## config.mk

```make
export PLATFORM = sky130hd
export DESIGN_NAME = rcv_block_fifo
export DESIGN_NICKNAME = d
export VERILOG_FILES = /design/src/rtl/rcv_block_fifo.sv
export SDC_FILE = /design/constraint.sdc
export NUM_CORES = 1
export LEC_CHECK = 0
export BUFFER_PORTS_ARGS = -buffer_cell sky130_fd_sc_hd__clkbuf_2
export CAP_MARGIN = 30
export CORE_MARGIN = 2
export CORE_UTILIZATION = 35
export DETAILED_ROUTE_END_ITERATION = 10
export GPL_ROUTABILITY_DRIVEN = 0
export PLACE_DENSITY = 0.61
export SETUP_SLACK_MARGIN = 0.02
export SYNTH_ARGS = -nofsm -noshare
export SYNTH_HDL_FRONTEND = slang
export SYNTH_SLANG_ARGS = --single-unit
```

## constraint.sdc

```tcl
create_clock -name HCLK -period 8 [get_ports HCLK]
set_input_delay 0.8 -clock HCLK [delete_from_list [all_inputs] [get_ports HCLK]]
set_output_delay 0.8 -clock HCLK [all_outputs]
set_load 0.03 [all_outputs]
```

## src/rtl/rcv_block_fifo.sv

```systemverilog
// Receive FIFO: 8 x 32-bit words in, 128-bit blocks out.
// Enqueue one word per strobe, dequeue four words per block.
module rcv_block_fifo #(
  parameter int DEPTH = 8
) (
  input  logic         HCLK,
  input  logic         HRESETn,
  input  logic [31:0]  HWDATA,
  input  logic         rcv_enq_word,
  input  logic         deq_block,
  input  logic         clear,
  output logic [127:0] block_out,
  output logic         block_ready,
  output logic         rcv_fifo_full,
  output logic         rcv_fifo_empty,
  output logic [3:0]   word_count,
  output logic         overflow,
  output logic         underflow
);

  logic [31:0] mem [DEPTH];
  logic [2:0]  wr_ptr;
  logic [2:0]  rd_ptr;
  logic        enq_ok;
  logic        deq_ok;
  logic [3:0]  cnt_nxt;

  assign rcv_fifo_full  = (word_count == 4'd8);
  assign rcv_fifo_empty = (word_count == 4'd0);
  assign block_ready    = (word_count >= 4'd4);

  assign enq_ok = rcv_enq_word && !rcv_fifo_full;
  assign deq_ok = deq_block && block_ready;

  always_comb begin
    cnt_nxt = word_count;
    if (enq_ok) cnt_nxt = cnt_nxt + 4'd1;
    if (deq_ok) cnt_nxt = cnt_nxt - 4'd4;
  end

  // Storage is deliberately left unreset; only pointers and count matter.
  always_ff @(posedge HCLK) begin
    if (enq_ok && !clear)
      mem[wr_ptr] <= HWDATA;
  end

  always_ff @(posedge HCLK or negedge HRESETn) begin
    if (!HRESETn) begin
      wr_ptr     <= 3'd0;
      rd_ptr     <= 3'd0;
      word_count <= 4'd0;
      overflow   <= 1'b0;
      underflow  <= 1'b0;
    end else if (clear) begin
      wr_ptr     <= 3'd0;
      rd_ptr     <= 3'd0;
      word_count <= 4'd0;
      overflow   <= 1'b0;
      underflow  <= 1'b0;
    end else begin
      if (enq_ok)
        wr_ptr <= wr_ptr + 3'd1;
      if (deq_ok)
        rd_ptr <= rd_ptr + 3'd4;
      if (rcv_enq_word && rcv_fifo_full)
        overflow <= 1'b1;
      if (deq_block && !block_ready)
        underflow <= 1'b1;
      word_count <= cnt_nxt;
    end
  end

  // Oldest word lands in the top lane.
  assign block_out = {mem[rd_ptr],
                      mem[rd_ptr + 3'd1],
                      mem[rd_ptr + 3'd2],
                      mem[rd_ptr + 3'd3]};

endmodule

```

## After elaboration in Yosys (flattened, before gate mapping)

Memory sizes are Yosys's and may differ from the RTL's.
Index checks and enable logic that the tools add are counted.

- Equal/unequal tests: 1
- Reductions and logical operators: 13
- Order comparisons: 1
- Add/subtract/negate cells: 7
- Muxes and demuxes: 13

Operators by type and width:

| cell | number |
|---|---|
| 3-bit 2-to-1 mux | 4 |
| 4-bit 2-to-1 mux | 3 |
| 2-bit nonzero test | 4 |
| 3-bit by 1-bit adder with 3-bit output, second input constant | 2 |
| 3-bit by 2-bit adder with 3-bit output, second input constant | 2 |
| 1-bit 2-to-1 mux | 6 |
| 1-bit logical AND | 5 |
| 4-bit by 1-bit adder with 4-bit output, second input constant | 1 |
| 4-bit equality test, second input constant | 1 |
| 4-bit by 3-bit >= comparator with 1-bit output, second input constant | 1 |
| 4-bit logical NOT | 1 |
| 4-bit by 3-bit subtractor with 4-bit output, second input constant | 1 |
| 3-bit adder, second input constant | 1 |
| 1-bit logical NOT | 3 |

- Bits of input ports: 37
- Flip-flop bits (word level): 12
- RAM bits: 256
- Memories kept: 1
- Logic and storage cells: 41
- Output and inout port bits: 137

Memories:

| name | words | width | read ports | clocked after memory_dff | wr ports | line | source |
|---|---|---|---|---|---|---|---|
| mem | 8 | 32 | 4 | 0 | 1 | 21 | `logic [31:0] mem [DEPTH];` |

## Depth between registers and ports, before layout

- Depth after elaboration: 7
- Mapped depth: 6

## Worst setup path before layout

Ideal clock, no wire load.

- Path type: input port to flip-flop
- Start point: input port rcv_enq_word
- End point: memory mem[1][0] (enable)
- Cell stages on the path: 3
- Arrival: 3,479 ps
- Setup slack: 4,060 ps
- Setup time: 461 ps
- Cells stage by stage: clkbuf_1 nand4b_1 nor3_1

- Cells in the longest elaborated chain, start to end: 4

RTL lines:

| item | line | source |
|---|---|---|
| from (decl) | 9 | `input logic rcv_enq_word,` |
| 1-bit logical AND | 32 | `assign enq_ok = rcv_enq_word && !rcv_fifo_full;` |
| 1-bit logical AND | 43 | `if (enq_ok && !clear)` |
| 1-bit 2-to-1 mux | 43 |  |
| 1-bit 2-to-1 mux (not written as such) | 44 | `mem[wr_ptr] <= HWDATA;` |
| to (decl) | 21 |  |

Every way passes these cells.

## Worst setup path in the final report

- Start point: register rd_ptr[2]
- End point: output port block_out[34]

- Cells in the longest elaborated chain, start to end: 2

RTL lines:

| item | line | source |
|---|---|---|
| from (decl) | 23 | `logic [2:0] rd_ptr;` |
| from (signal assigned) | 64 | `rd_ptr <= rd_ptr + 3'd4;` |
| 3-bit by 2-bit adder with 3-bit output | 76 | `mem[rd_ptr + 3'd2],` |
| memory 8 x 32 bit | - |  |
| to (decl) | 12 | `output logic [127:0] block_out,` |

Every way passes these cells.

==> impl_metrics.env <==
export IMPL_finalCritPeriodShare_pct=47.8
export IMPL_powerDensity_nw_per_um2=241
export IMPL_dp_hpwl_mm=12.5
export IMPL_layout_drive_gt1_share_pct=53.3
export IMPL_syn_avg_cell_area_um2=20.9
export IMPL_postCtsSetupRepairBufs=0
export IMPL_grt_pass1_wl_mm=29.0
export IMPL_cp_slowest_cell="dfrtp_4"
export IMPL_final_common_cell="edfxtp_1"
export IMPL_endpoint_kind="primary output"
export IMPL_max_cap_viol_count=0
export IMPL_worstPathArrival_ns=3.02
export IMPL_drtIter0Drc=299
export IMPL_grt_overflow=0
export IMPL_areaGrowthSynthToFinish_pct=23.6
export IMPL_critPathMaxStageDelay_ns=0.93
export IMPL_dieWidth_um=171
export IMPL_tightestPinTransition_ns=0.916
export IMPL_setup_tns_ns=0
export IMPL_cts_tree="done"
export IMPL_finalHoldViolCount=0
export IMPL_ctsRootBufferMaster="clkbuf_16"
export IMPL_rows=61
export IMPL_min_path_type="in2async"
export IMPL_async_reset_ff_share_pct=3.76
export IMPL_grt_start_max_net_pins=70
export IMPL_timing_worst_setup_path_type="reg2out"
export IMPL_wl_per_cell_um=18.8
export IMPL_cts_hold_buf=0
export IMPL_cp_max_fo=69
export IMPL_netlist_area_um2=9820
export IMPL_fp_coreArea_um2=27700
export IMPL_path_cells="buf_4 > mux2_2 > clkbuf_2"
export IMPL_clock_sinks=266
export IMPL_drt_pass1_iter_count=4
export IMPL_synth_nets=509
export IMPL_finalClockSkew_ns=0.00701
export IMPL_ys_seq_elements=266
export IMPL_die_y_um=171
export IMPL_report_final_slew_viol_count=0
export IMPL_antenna_found_initial=1
export IMPL_p_leak_nw=4.26
export IMPL_detail_route_antenna_nets=0
export IMPL_portBuffers=173
export IMPL_vdd_drop_max_mv=0.193
export IMPL_fin_ws_ns=4.18
export IMPL_insertion_delay_ns=0.52
export IMPL_dieArea_um2=29400
export IMPL_totalWireLength_mm=19.9
export IMPL_grt_use_total_pct=13.1
export IMPL_nNetsFinal=705
export IMPL_via_per_inst=4.62
export IMPL_ios=174
export IMPL_ys_types=27
export IMPL_route_vias_total=4906
export IMPL_cts_resized=0
export IMPL_rsz0062_at_grt="false"
export IMPL_max_slew_margin_pct=38.9
export IMPL_yosys_warnings=0
export IMPL_start_util_pct=35.4
export IMPL_grt_pass1_vias=5081
export IMPL_finalSetupViolCount=0
export IMPL_reg2regPathDepth=7
export IMPL_outcome="finished clean"
export IMPL_antenna_cells=0
export IMPL_cp_start_kind="register"
export IMPL_remaining_drc_errors=0
export IMPL_htree_num_levels=1
export IMPL_layout_min_cycle_time_ns=3.82
export IMPL_synthFlopType="edfxtp_1"
export IMPL_synthCells=469
export IMPL_critPathRequiredTime_ns=7.20
export IMPL_cts_inserted_buffers=27
export IMPL_place_ws_ns=4.66
export IMPL_ys_seq_area_share_pct=80.8
export IMPL_cts_reportedPaths_clkPinSlew_ns=0.06
export IMPL_fmax_ghz=0.261
export IMPL_final_cell_mix="edfxtp_1, clkbuf_2, mux2_2"
export IMPL_clockBufferDepth=3
export IMPL_synth_edff_count=256
[flip-flops by register name, summed over array words and instances (netlist names)]
name / cells
underflow: 1
word_count: 4
mem: 256
wr_ptr: 3
rd_ptr: 1
overflow: 1
[cell usage after synthesis (4+ instances only)]
cell type  count  share of area, %
edfxtp_1     256                78
mux2_2       129                15
buf_2         12              0.61
nor2_1        15              0.57
a21oi_1        4              0.20
clkbuf_1       4              0.15
nand2_1        7              0.27
dfrtp_1       10               2.5
[final cells by class]
class | instances | area (µm²)
clock buffer | 32 | 694
clock inverter | 15 | 180
fill | 2426 | 15600
inverter | 4 | 15.0
multi-input combinational | 183 | 1850
sequential | 266 | 7940
tap | 378 | 473
timing repair buffer | 183 | 986
[critical path: cells and delay by family (launching register included)]
family | cells | cell delay (ns)
buf+inv | 2 | 1.04
flops | 1 | 0.93
mux | 1 | 0.45
[layer usage]
metal	global-route usage, %	share of wire, %	vias up
li1	-	-	2229
met1	16.7	43	2501
met2	22.4	49	140
met3	3.54	6.6	34
met4	2.95	1.5	2
met5	0	0.065	-
[path summary, 6_finish.rpt]
check | start | endpoint | slack, ns
setup reg to reg | word_count[0] | mem[0][12] | 4.95
min in group HCLK | underflow | underflow | 0.49
hold / removal | HRESETn | word_count[3] | 0.14
max in group asynchronous | HRESETn | rd_ptr[2] | 7.61
setup / recovery | rd_ptr[2] | block_out[34] | 4.18
hold reg to reg | underflow | underflow | 0.49
[stage by stage]
step | utilization, % | area, µm² | hold slack (ns) | total power [W] | std cells
2_1_floorplan | - | 9820 | 0.504 | 0.00166 | 469
3_3_place_gp | 40.4 | 11200 | 0.482 | 0.00171 | 1011
3_5_place_dp | 40.6 | 11300 | 0.491 | 0.00172 | 1014
4_1_cts | 43.8 | 12100 | 0.123 | 0.00296 | 1061
5_1_grt | 43.8 | 12100 | 0.146 | 0.00302 | 1061
6_report | 43.8 | 12100 | 0.144 | 0.00292 | 1061
[kinds of logic (layout without fill, tap and decap cells)]
group,after synthesis,after routing,synth area share (%)
and+or+nand+nor,36,36,1.99
DFF,266,266,80.8
adders and majority gates,3,3,0.382
buffers and inverters,20,234,0.917
xor gates and xnor gates,6,6,0.535
AOI/OAI and AO/OA,9,9,0.535
muxes,129,129,14.8
[power breakdown]
part	switching (W)	leakage (nW)	internal, W	total, W
Sequential	0.00000773	2.45	0.00155	0.00156
Clock	0.000491	0.422	0.000745	0.00124
Combinational	0.0000907	1.39	0.0000377	0.000128
(Power assumes the default switching activity.)
